==> config.mk <==
export PLATFORM = sky130hd
export DESIGN_NAME = counter_arbiter
export DESIGN_NICKNAME = d
export VERILOG_FILES = /design/src/rtl/counter_arbiter_pkg.sv /design/src/rtl/counter_arbiter_rr_arb2.sv /design/src/rtl/counter_arbiter.sv
export SDC_FILE = /design/constraint.sdc
export NUM_CORES = 1
export LEC_CHECK = 0
export ABC_AREA = 1
export BUFFER_PORTS_ARGS = -buffer_cell sky130_fd_sc_hd__buf_4
export CORE_MARGIN = 10
export CORE_UTILIZATION = 30
export CTS_CLUSTER_DIAMETER = 40
export CTS_CLUSTER_SIZE = 30
export DETAILED_ROUTE_END_ITERATION = 7
export GPL_ROUTABILITY_DRIVEN = 0
export HOLD_SLACK_MARGIN = 0.06
export MAX_ROUTING_LAYER = met4
export SLEW_MARGIN = 20
export SYNTH_ARGS = -nofsm -noshare
export SYNTH_HDL_FRONTEND = slang
export SYNTH_SLANG_ARGS = --single-unit
==> constraint.sdc <==
create_clock -name clk -period 2.6 [get_ports clk]
set_clock_uncertainty 0.05 [all_clocks]
set_input_delay 0.13 -clock clk [delete_from_list [all_inputs] [get_ports clk]]
set_output_delay 0.13 -clock clk [all_outputs]
set_load 0.1 [all_outputs]
==> src/rtl/counter_arbiter_pkg.sv <==
// counter_arbiter_pkg
//   Shared definitions for the two-requester counter arbiter: command
//   encodings, FSM state type and the default counter width.
package counter_arbiter_pkg;

    localparam int unsigned CNT_WIDTH_DFLT = 8;

    typedef enum logic [1:0] {
        CMD_NOP  = 2'b00,
        CMD_UP   = 2'b01,
        CMD_DN   = 2'b10,
        CMD_LOAD = 2'b11
    } cmd_e;

    typedef enum logic {
        ST_IDLE = 1'b0,
        ST_EXEC = 1'b1
    } state_e;

endpackage

==> src/rtl/counter_arbiter_rr_arb2.sv <==
// rr_arb2
//   Two-input round-robin arbiter with a last-granted pointer.
//   Ports:
//     i_clk    clock
//     i_rst_n  synchronous active-low reset (pointer -> 1, so input 0 wins
//              the first tie)
//     i_req    request vector
//     i_upd    commit the current grant into the pointer
//     o_gnt    one-hot grant (combinational), zero when no request
module rr_arb2
    import counter_arbiter_pkg::*;
(
    input  logic       i_clk,
    input  logic       i_rst_n,
    input  logic [1:0] i_req,
    input  logic       i_upd,
    output logic [1:0] o_gnt
);

    logic r_last;

    always_comb begin
        o_gnt = i_req;
        // Tie: favour the requester that was not granted last.
        if (i_req == 2'b11) begin
            o_gnt = r_last ? 2'b01 : 2'b10;
        end
    end

    always_ff @(posedge i_clk) begin
        if (!i_rst_n) begin
            r_last <= 1'b1;
        end else if (i_upd && (o_gnt != 2'b00)) begin
            r_last <= o_gnt[1];
        end
    end

endmodule

==> src/rtl/counter_arbiter.sv <==
// counter_arbiter
//   Shared up/down/load counter serving two requesters through a
//   round-robin arbiter. One command is issued per IDLE->EXEC->IDLE pass.
//   Ports:
//     clk          system clock (rising edge)
//     rst          synchronous active-low reset
//     req0/req1    requests, held until the matching grant
//     cmd0/cmd1    commands (NOP/UP/DN/LOAD)
//     a/b          load data for requester 0/1
//     gnt0/gnt1    one-cycle grant pulse in the EXEC cycle
//     q            counter value
//     busy         high in EXEC
//     ovf          pulse with the grant on UP at max or DN at zero
//   Build option: CNT_SAT_EN -- saturate instead of wrapping (ovf still pulses).
//
//   state | meaning
//   IDLE  | waiting; a sampled request latches winner, command and data
//   EXEC  | grant/busy asserted; counter updated on the edge leaving
module counter_arbiter
    import counter_arbiter_pkg::*;
#(
    parameter int unsigned WIDTH = CNT_WIDTH_DFLT
) (
    input  logic             clk,
    input  logic             rst,
    input  logic             req0,
    input  logic             req1,
    input  logic [1:0]       cmd0,
    input  logic [1:0]       cmd1,
    input  logic [WIDTH-1:0] a,
    input  logic [WIDTH-1:0] b,
    output logic             gnt0,
    output logic             gnt1,
    output logic [WIDTH-1:0] q,
    output logic             busy,
    output logic             ovf
);

    state_e           r_state;
    state_e           w_state_nxt;
    logic             r_win;
    cmd_e             r_cmd;
    logic [WIDTH-1:0] r_data;
    logic [WIDTH-1:0] r_q;
    logic [WIDTH-1:0] w_q_nxt;
    logic [1:0]       w_arb_gnt;
    logic             w_latch;
    logic             w_at_max;
    logic             w_at_min;

    assign w_latch  = (r_state == ST_IDLE) && (req0 || req1);
    assign w_at_max = (r_q == {WIDTH{1'b1}});
    assign w_at_min = (r_q == '0);

    // Pointer advances at the latching edge; no arbitration happens in EXEC,
    // so this is indistinguishable from advancing on the grant itself.
    rr_arb2 u_arb (
        .i_clk   (clk),
        .i_rst_n (rst),
        .i_req   ({req1, req0}),
        .i_upd   (w_latch),
        .o_gnt   (w_arb_gnt)
    );

    always_ff @(posedge clk) begin
        if (!rst) begin
            r_state <= ST_IDLE;
        end else begin
            r_state <= w_state_nxt;
        end
    end

    always_comb begin
        w_state_nxt = r_state;
        gnt0        = 1'b0;
        gnt1        = 1'b0;
        busy        = 1'b0;
        ovf         = 1'b0;
        w_q_nxt     = r_q;
        unique case (r_state)
            ST_IDLE: begin
                if (w_latch) begin
                    w_state_nxt = ST_EXEC;
                end
            end
            ST_EXEC: begin
                w_state_nxt = ST_IDLE;
                busy        = 1'b1;
                gnt0        = ~r_win;
                gnt1        = r_win;
                unique case (r_cmd)
                    CMD_UP: begin
                        ovf = w_at_max;
`ifdef CNT_SAT_EN
                        w_q_nxt = w_at_max ? r_q : r_q + WIDTH'(1);
`else
                        w_q_nxt = r_q + WIDTH'(1);
`endif
                    end
                    CMD_DN: begin
                        ovf = w_at_min;
`ifdef CNT_SAT_EN
                        w_q_nxt = w_at_min ? r_q : r_q - WIDTH'(1);
`else
                        w_q_nxt = r_q - WIDTH'(1);
`endif
                    end
                    CMD_LOAD: w_q_nxt = r_data;
                    default:  w_q_nxt = r_q;
                endcase
            end
            default: w_state_nxt = ST_IDLE;
        endcase
    end

    always_ff @(posedge clk) begin
        if (!rst) begin
            r_q    <= '0;
            r_win  <= 1'b0;
            r_cmd  <= CMD_NOP;
            r_data <= '0;
        end else begin
            r_q <= w_q_nxt;
            if (w_latch) begin
                r_win  <= w_arb_gnt[1];
                r_cmd  <= w_arb_gnt[1] ? cmd_e'(cmd1) : cmd_e'(cmd0);
                r_data <= w_arb_gnt[1] ? b : a;
            end
        end
    end

    assign q = r_q;

endmodule

After elaboration in Yosys (flattened, before gate mapping)
Index checks and enable logic that the tools add are counted.
{ "totals": {"register_bits": 21, "wordCells": 34, "out_inout_bits": 12, "input_bits": 24} }
{ "classes": {"add_sub_neg": 2, "muxes": 12, "n_reduce_logical": 7, "eq_ne": 5, "bitwise_logic": 2} }
{ "ops": {"columns": ["cell", "n"], "rows": [
  ["one-hot mux 8 bit (3 select lines)", 1],
  ["adder 8 x 1 -> 8 bit (second input constant)", 1],
  ["equality test 8 bit (second input constant)", 1],
  ["logical NOT 8 bit", 1],
  ["two-way mux 8 bit", 1],
  ["subtractor 8 x 1 -> 8 bit (second input constant)", 1],
  ["equality test 2 bit (second input constant)", 3],
  ["two-way mux 2 bit", 3],
  ["two-way mux 1 bit", 5],
  ["one-hot mux 1 bit (2 select lines)", 2],
  ["nonzero test 3 bit", 1],
  ["equality test 2 x 1 -> 1 bit (second input constant)", 1],
  ["logical AND 1 bit", 2],
  ["inverter 1 bit", 2],
  ["AND reduction 2 bit", 1],
  ["nonzero test 2 bit", 1],
  ["logical OR 1 bit", 1]
]} }

Longest topological paths before layout
Gate-level depths: netlist of run 1.
{ "depth": {"depth_word": 4, "ltp_mapped": 14, "ltp_nobuf": 13} }

Modules after synthesis
From an unflattened synthesis of run 1, not the netlist that was laid out.
{ "hier_totals": {"cells_unflattened": 231, "hier_area_um2": 1460.2} }
{ "modules_own_cells": {"columns": ["module", "area_each_um2", "instances", "seq_area_each_um2", "cells_per_inst"], "rows": [
  ["counter_arbiter", 1395.1, 1, 400.4, 222],
  ["rr_arb2", 65.1, 1, 20.0, 9]
]} }

Worst setup path before layout of run 1
OpenSTA, ideal clock, no wires.
{ "synth_path": {"path_type": "register -> output", "start": "register r_q[3] (netlist: q[3])", "end": "output ovf", "t_required_ns": 2.420, "n_path_buf": 0, "setup_slack_ns": -0.676, "stages_incl_launch_ff": 5, "t_arrival_ns": 3.096, "cell_sequence": "dfxtp_1 -> inv_1 -> nor4_1 -> nand4_1 -> a21oi_1"} }
{ "synth_between": {"elab_chain_len": 3, "elab_cells_between_ends": 4, "cone_classes": "eq/ne (1); mux (2); reduce/logical (1)"} }
{ "synth_rtl": {"columns": ["item", "line", "source"], "rows": [
  ["from (decl)", "counter_arbiter.sv:44", "logic [WIDTH-1:0] r_q;"],
  ["from (signal assigned)", "counter_arbiter.sv:123", "r_q <= w_q_nxt;"],
  ["equality test 8 bit / logical NOT 8 bit (equally long branches)", "counter_arbiter.sv:52, counter_arbiter.sv:53", null],
  ["one-hot mux 1 bit (2 select lines) (*)", "counter_arbiter.sv:91", "unique case (r_cmd)"],
  ["two-way mux 1 bit (*)", "counter_arbiter.sv:80", "unique case (r_state)"],
  ["to (decl)", "counter_arbiter.sv:36", "output logic ovf"]
]} }
Mark *: on every way between the ends. The rest lies on a longest branch, timed or not.

Worst setup path after layout of run 1
{ "layout_path": {"start": "register r_cmd[0]", "end": "register r_q[4] (netlist: q[4])"} }
{ "layout_between": {"elab_chain_len": 3, "elab_cells_between_ends": 6, "cone_classes": "eq/ne (3); mux (1); reduce/logical (2)"} }
{ "layout_rtl": {"columns": ["item", "line", "source"], "rows": [
  ["from (decl)", "counter_arbiter.sv:42", "cmd_e r_cmd;"],
  ["from (signal assigned)", "counter_arbiter.sv:126", "r_cmd <= w_arb_gnt[1] ? cmd_e'(cmd1) : cmd_e'(cmd0);"],
  ["equality test 2 bit / equality test 2 x 1 -> 1 bit (equally long branches)", "counter_arbiter.sv:91", null],
  ["nonzero test 3 bit (no source line)", null, null],
  ["AND reduction 2 bit (no source line)", null, null]
]} }
Parallel ways exist; a longest one is shown, timed or not.
A chain may end at the register's enable or synchronous reset.

==> run_results.csv, run 1 <==
group,metric,value,unit
detailed_routing,drt_iter0_drc,78,
critical_path,r2r_start,"r_cmd[0]",
die,die-width,87.7,µm
final_layout,nets,279,
critical_path,worstSetupPathType,"reg -> reg",
cts,cts_root_buf,"clkbuf_8",
synth,yosys.area.top_type_share,30.6,%
synth,syn-num-nets,247,
job,drv_cap,0,
synth,yosysWarnings,0,
timing,fin_crit,2.20,ns
final_layout,drive_above_1_share,21.8,%
detailed_routing,drc,0,
detailed_routing,drt_wl_total,3.61,mm
critical_path,required,2.74,ns
critical_path,worstRegToRegCells,12,
final_layout,fin_util,39.3,%
die,start_util,31.3,%
timing,slew_headroom,68.7,%
timing,timing.final.ws_setup,0.404,ns
global_route,grt_antenna_before_repair,0,
detailed_routing,ant_nets,0,
worst_hold_path,holdPathStages,3,
die,die-area,7690,µm²
global_route,grt_pass1_vias,1400,
timing,layout_worst_path_cycle_share,84.4,%
timing,whs,0.0925,ns
critical_path,critical_path.startpoint_type,"register",
timing,timing.fmax,455,MHz
cts,cts-resized-gates,0,
worst_hold_path,holdCritStartpoint,"b[5]",
critical_path,r2r-end,"q[4]",
synth,yosysTopAreaCell,"dfxtp_1",
status,status,"completed",
cts,htreeDepth,1,
cts,clk_latency,0.26,ns
power_and_ir_drop,vdd_drop_max,0.000224,V
cts,clk_pin_slew,0.07,ns
synth,syn_area_per_cell,6.33,µm²
cts,ctsHoldBuffers,0,
cts,numClockSinks,21,
placement,hpwl,2.94,mm
placement,io_buffers,35,
timing,worst_slew_pin_slew,0.469,ns
cts,cts_buffers,3,
timing,setup_tns,0,ns
synth,synth-seq-area-share,30.6,%
detailed_routing,via_per_inst,4.76,
synth,syn_inst,217,
final_layout,areaGrowthSynthToFinish,25.4,%
detailed_routing,vias,1429,
cts,clockBufferDepth,2,
critical_path,arrival,2.34,ns
die,row_count,24,
critical_path,regToRegSetupSlack,0.40,ns
critical_path,critPathLaunch,"r_cmd[0]",
timing,hold_violations,0,
die,core_area,4380,µm²
timing,finalSetupViolCount,0,
final_layout,diodes,0,
die,chipHeight,87.7,µm
timing,rsz0062_at_grt,"false",
placement,place_area,1680,µm²
timing,slew_violations,0,
detailed_routing,drtPass1Iterations,4,
cts,cts_tree,"built",
detailed_routing,wl_per_cell,12.0,µm
cts,cts_setup_buffers,0,
synth,ys_types,27,
die,boundaryPins,36,
power_and_ir_drop,power_per_cell_area,519,nW/µm²
critical_path,worst-path-max-fanout,12,
global_route,grt_max_degree,21,
power_and_ir_drop,p_leak,0.856,nW
global_route,grt_pass1_wl,6.32,mm
worst_hold_path,hold_class,"in -> reg",
global_route,overflow,0,
synth,synth_seq_cells,21,
global_route,grtUsageTotal,10.1,%
placement,post-place-ws,0.439,ns
worst_hold_path,hold_end,"r_data[5]",
synth,syn_area,1370,µm²
final_layout,design_area,1720,µm²
synth,synth.area.top_cells,"dfxtp_1 (31%), nand2_1 (19%), inv_1 (5.7%)",
critical_path,worstSetupEndpointType,"register",
==> cells in the mapped netlist <==
library cell,instances
nand2_1,71
dfxtp_1,21
inv_1,21
nor2_1,14
o21ai_0,14
a21oi_1,13
a31oi_1,10
nand3_1,10
clkbuf_1,7
ha_1,6
inv_2,4
nor2_2,4
a221oi_1,2
nand2_2,2
nand4_1,2
nor2_4,2
nor4_1,2
o21ai_1,2
xor2_1,2
a21oi_2,1
and3_1,1
buf_6,1
nor3_1,1
o21bai_1,1
o31ai_1,1
or2_2,1
xnor2_1,1
==> power breakdown <==
part,switching [W],internal (W),total [W],leakage (nW)
clock,0.000101,0.000109,0.000210,0.0228
combinational,0.000210,0.0000988,0.000308,0.660
sequential,0.0000260,0.000349,0.000375,0.173
total,0.000336,0.000557,0.000894,0.856
==> flip-flops by register name, summed over array words and instances (netlist names) <==
| register | cells |
|---|---|
| r_data | 8 |
| q | 8 |
| r_cmd | 2 |
| u_arb.r_last | 1 |
| r_win | 1 |
| r_state | 1 |
==> per-layer routing <==
layer	part of all wire [%]	vias to the layer above	wire length, µm	GRT usage [%]
li1	-	771	-	-
met1	55	606	1980	14.0
met2	39	48	1410	13.8
met3	6.0	4	217	2.51
met4	0.36	0	13	2.75
met5	0	-	0	-
==> final cells by class <==
type                    instances  area (µm²)
fillers                       483        2660
well taps                      52        65.1
multi-input cells             163         836
flip-flops and latches         21         420
clock buffers                   4        45.0
inverters                      25        93.8
repair buffers                 35         263
==> placed cells by master (no fill, tap or decap) <==
cell type	synthesis	routed
nor3_1	1	1
o31ai_1	1	1
o21ai_1	2	2
and3_1	1	1
a21oi_2	1	1
nor2_4	2	2
nor2_1	14	13
nand2_1	71	71
xnor2_1	1	1
clkbuf_1	7	1
nand2_2	2	2
nand4_1	2	2
nor2_2	4	5
o21ai_0	14	14
buf_4	0	35
nor4_1	2	2
a221oi_1	2	2
a31oi_1	10	10
inv_1	21	21
inv_2	4	4
or2_2	1	1
ha_1	6	6
a21oi_1	13	12
a21oi_4	0	1
clkbuf_8	0	3
dfxtp_1	21	21
nand3_1	10	10
o21bai_1	1	1
xor2_1	2	2
==> worst max-delay path by stage <==
stage / cells past startpoint / slack, ns / end
finish: 12 / 0.40 / q[4]
global route: 12 / 0.07 / q[4]
CTS: 12 / 0.41 / q[4]
detailed placement: 10 / 0.44 / q[2]
global placement: 10 / 0.50 / q[2]
floorplan: 4 / 0.13 / ovf
==> metrics by stage <==
stage,std cells,power (W)
2_1_floorplan,217,0.000613
3_3_place_gp,296,0.000692
3_5_place_dp,296,0.000691
4_1_cts,300,0.000902
5_1_grt,300,0.000955
6_report,300,0.000894
==> worst max-delay path, cell delays in order (launching register included) <==
cell,delay (ns)
dfxtp_1,0.34
inv_1,0.10
ha_1,0.45
inv_1,0.18
nand2_1,0.09
nand2_1,0.07
ha_1,0.17
o21bai_1,0.17
nand2_1,0.09
o21ai_1,0.07
xor2_1,0.13
nand2_1,0.07
a21oi_1,0.13
==> logic make-up after synthesis <==
| family | count (synthesis) | synth area share [%] |
|---|---|---|
| compound gates | 44 | 18.1 |
| xor+xnor | 3 | 1.91 |
| fa+ha+maj | 6 | 5.46 |
| buf+inv | 33 | 9.56 |
| flops | 21 | 30.6 |
| simple gates | 110 | 34.3 |
Note: power is estimated with default switching activity, not from simulation.
==> run 2, diff against run 1 <==
Clock period 2.6 ns to 2.13 ns, I/O delays scaled along.
==> run 2 against run 1 <==
  * Combinational power up 24%
  * Routed wire length up 2.4%
  * Critical endpoint is now ovf
  * Die area unchanged
  * Largest cell class unchanged
  * Core utilization up 0.63 points
  * Sequential share of layout area up 0.19 points
==> run_results.csv, run 2 (synthesis results as in run 1) <==
group,metric,value,unit
placement,dp.cells,297,
worst_hold_path,hold_class,"in -> reg",
final_layout,final_common_cell,"nand2_1",
cts,cts_tree,"built",
final_layout,drive_above_1_share,26.5,%
global_route,grt_pass1_vias,1405,
timing,setup_tns,0,ns
detailed_routing,vias,1452,
die,boundaryPins,36,
power_and_ir_drop,power_per_cell_area,627,nW/µm²
detailed_routing,wl_per_cell,12.3,µm
status,status,"completed",
global_route,grt_max_degree,21,
critical_path,arrival,1.85,ns
cts,clk_pin_slew,0.07,ns
critical_path,required,1.97,ns
cts,cts_buffers,3,
timing,rsz0062_at_grt,"false",
timing,slew_violations,0,
cts,cts-resized-gates,0,
final_layout,num-fill-cells,481,
critical_path,critical_path.startpoint_type,"register",
final_layout,design_area,1750,µm²
cts,ctsHoldBuffers,0,
placement,place_area,1700,µm²
critical_path,worst-path-max-fanout,5,
cts,numClockSinks,21,
cts,htreeDepth,1,
timing,timing.final.ws_setup,0.124,ns
timing,timing.fmax,498,MHz
power_and_ir_drop,p_leak,0.863,nW
global_route,grt_antenna_before_repair,0,
timing,hold_violations,0,
die,row_count,24,
timing,layout_worst_path_cycle_share,94.2,%
detailed_routing,drt_iter0_drc,98,
die,die-width,87.7,µm
global_route,overflow,0,
cts,clk_latency,0.26,ns
placement,io_buffers,35,
final_layout,fin_cells,301,
detailed_routing,ant_nets,0,
global_route,grt_pass1_wl,6.26,mm
timing,slew_headroom,67.1,%
cts,cts_root_buf,"clkbuf_8",
placement,post-place-ws,0.163,ns
final_layout,final_cell_mix,"nand2_1 (71), buf_4 (36), inv_1 (20)",
die,core_area,4380,µm²
job,drv_cap,0,
die,die-area,7690,µm²
power_and_ir_drop,vdd_drop_max,0.000330,V
cts,clockBufferDepth,2,
timing,finalSetupViolCount,0,
detailed_routing,via_per_inst,4.82,
final_layout,diodes,0,
placement,hpwl,2.97,mm
cts,cts_setup_buffers,0,
detailed_routing,drt_wl_total,3.70,mm
critical_path,worstSetupPathType,"reg -> out",
final_layout,nets,280,
critical_path,worstSetupEndpointType,"output pin",
die,start_util,31.3,%
die,chipHeight,87.7,µm
timing,fin_crit,2.01,ns
detailed_routing,drc,0,
timing,worst_slew_pin_slew,0.493,ns
final_layout,areaGrowthSynthToFinish,27.4,%
global_route,grtUsageTotal,10.0,%
detailed_routing,drtPass1Iterations,4,
## run 2: through the flow
step                      hold slack [ns]  utilization, %  total power [W]
after floorplan                     0.195               -         0.000752
after global placement              0.341            38.8         0.000851
after detailed placement            0.342            38.8         0.000852
after CTS                          0.0683            39.8          0.00110
after global routing               0.0701            39.9          0.00117
final                              0.0692            39.9          0.00110
## run 2: worst max-delay path, cell delays in order (launching register included)
cell     delay, ns
dfxtp_2       0.34
inv_1         0.11
ha_2          0.25
inv_2         0.08
nor4_1        0.16
nand4_1       0.17
a21oi_4       0.18
buf_4         0.30
## run 2: per-layer routing
layer,GRT usage [%],vias up,wire [µm]
met2,14.6,57,1530
met1,13.3,620,1920
met3,1.76,5,213
li1,-,770,-
met5,-,-,0
met4,3.91,0,43
## run 2: layout make-up
| type | count | area [µm²] | share of cell area, % |
|---|---|---|---|
| repair buffers | 36 | 270 | 15.4 |
| clock buffers | 4 | 45.0 | 2.57 |
| multi-input cells | 163 | 846 | 48.3 |
| flip-flops and latches | 21 | 430 | 24.6 |
| well taps | 52 | 65.1 | 3.72 |
| inverters | 25 | 93.8 | 5.36 |
## run 2: worst paths after layout
check / startpoint / endpoint / slack (ns) / depth (start not counted)
worst min register to register: r_data[1] / q[1] / 0.42 / 2
worst max register to register: r_cmd[0] / q[4] / 0.25 / 12
worst min-delay path: cmd0[0] / r_cmd[0] / 0.07 / 3
worst max-delay path: r_cmd[0] / ovf / 0.12 / 7
## run 2: power breakdown
part / leakage, nW / internal (W) / switching, W
Combinational: 0.663 / 0.000124 / 0.000258
Sequential: 0.177 / 0.000429 / 0.0000338
Clock: 0.0228 / 0.000133 / 0.000119
==> run 3, diff against run 2 <==
Clock period 2.13 ns to 2.4 ns, I/O delays scaled along.
==> run 3 against run 2 <==
  * Core utilization down 0.46 points
  * Hold slack better by 0.011 ns
  * Cell area down 1.1%
  * Global-route usage down 0.097 points
  * Highest routed layer unchanged
  * Die area unchanged
  * Sequential share of layout area down 0.29 points
==> run_results.csv, run 3 (synthesis results as in run 1) <==
group,metric,value,unit
status,status,"completed",
global_route,overflow,0,
placement,place_area,1690,µm²
critical_path,crit_chain,"inv_1, ha_1, inv_2, nor4_1, nand4_1, a21oi_4, buf_4",
global_route,grt_max_degree,21,
timing,finalSetupViolCount,0,
timing,timing.final.ws_setup,0.282,ns
timing,timing.fmax,472,MHz
critical_path,worstRegToRegCells,12,
critical_path,worstSetupPathType,"reg -> out",
cts,cts_buffers,3,
placement,post-place-ws,0.433,ns
worst_hold_path,hold_class,"in -> reg",
timing,slew_violations,0,
detailed_routing,drt_wl_total,3.71,mm
timing,fin_crit,2.12,ns
final_layout,final_cell_mix,"nand2_1 (71), buf_4 (36), inv_1 (21), dfxtp_1 (21), o21ai_0 (14)",
timing,slew_headroom,68.5,%
critical_path,slowest_delay,0.35,ns
cts,clk_pin_slew,0.08,ns
detailed_routing,vias,1411,
power_and_ir_drop,vdd_drop_max,0.000229,V
power_and_ir_drop,p_leak,0.862,nW
detailed_routing,wl_per_cell,12.3,µm
timing,worst_slew_pin_slew,0.471,ns
final_layout,nets,280,
detailed_routing,drtPass1Iterations,6,
job,drv_cap,0,
power_and_ir_drop,power_per_cell_area,563,nW/µm²
cts,cts_tree,"built",
global_route,grt_antenna_before_repair,0,
timing,hold_violations,0,
critical_path,worstSetupEndpointType,"output pin",
die,die-area,7690,µm²
critical_path,critical_path.startpoint_type,"register",
die,chipHeight,87.7,µm
timing,layout_worst_path_cycle_share,88.3,%
global_route,grt_pass1_vias,1390,
placement,hpwl,2.99,mm
die,start_util,31.3,%
cts,ctsHoldBuffers,0,
final_layout,final_common_cell,"nand2_1",
cts,numClockSinks,21,
worst_hold_path,holdPathStages,3,
cts,cts_root_buf,"clkbuf_8",
cts,cts-resized-gates,0,
placement,io_buffers,35,
critical_path,cp_slowest_cell,"dfxtp_1",
detailed_routing,via_per_inst,4.69,
critical_path,critPathBufInv,3,
final_layout,diodes,0,
critical_path,regToRegSetupSlack,0.39,ns
global_route,grt_pass1_wl,6.18,mm
global_route,grtUsageTotal,9.91,%
cts,htreeDepth,1,
critical_path,arrival,1.95,ns
detailed_routing,ant_nets,0,
die,row_count,24,
die,boundaryPins,36,
critical_path,required,2.23,ns
final_layout,design_area,1730,µm²
critical_path,critical_path_depth,7,
critical_path,worst-path-max-fanout,5,
detailed_routing,drc,0,
die,die-width,87.7,µm
cts,clockBufferDepth,2,
cts,cts_setup_buffers,0,
detailed_routing,drt_iter0_drc,65,
timing,rsz0062_at_grt,"false",
die,core_area,4380,µm²
final_layout,drive_above_1_share,22.1,%
final_layout,areaGrowthSynthToFinish,26.0,%
cts,clk_latency,0.26,ns
critical_path,cp_top_family,"buffers and inverters",
==> run 3: cell types whose count changed in the layout (fill, tap and decap cells not counted) <==
cell,delta
inv_2,-1
ha_2,-2
nor2_4,-1
nor2_2,+1
dfxtp_2,-8
inv_1,+1
ha_1,+2
dfxtp_1,+8
==> run 3: per-layer routing <==
metal	vias to the layer above	GRT usage, %	routed length (µm)
met4	0	3.77	18
met5	-	-	0
met3	5	3.06	283
met2	59	13.6	1420
li1	764	-	-
met1	583	13.2	1980
==> run 3: layout make-up <==
class | instances | area [µm²]
Tap cell | 52 | 65.1
Multi-Input combinational cell | 163 | 836
Sequential cell | 21 | 420
Timing Repair Buffer | 36 | 270
Fill cell | 484 | 2650
Clock buffer | 4 | 45.0
Inverter | 25 | 93.8
==> run 3: final timing paths <==
check            start        end
max           r_cmd[0]        ovf
max reg2reg   r_cmd[0]       q[4]
min               a[2]  r_data[2]
min reg2reg  r_data[1]       q[1]
==> run 3: through the flow <==
step                hold WS, ns  power [W]  setup TNS (ns)  cells  utilization (%)
finish                   0.0798   0.000973               0    301             39.5
global route             0.0800    0.00104               0    301             39.5
CTS                      0.0799   0.000977               0    301             39.5
detailed placement        0.355   0.000751               0    297             38.4
global placement          0.355   0.000752               0    297             38.4
floorplan                 0.208   0.000664         -0.0606    217                -
==> run 3: worst min-delay path: stages <==
cell     delay (ns)
buf_4          0.10
nand2_1        0.05
a31oi_1        0.07
==> run 3: power breakdown <==
part	switching (W)	total, W	internal [W]
registers	0.0000295	0.000408	0.000378
logic	0.000227	0.000336	0.000108
clock network	0.000112	0.000230	0.000118
total	0.000369	0.000973	0.000605
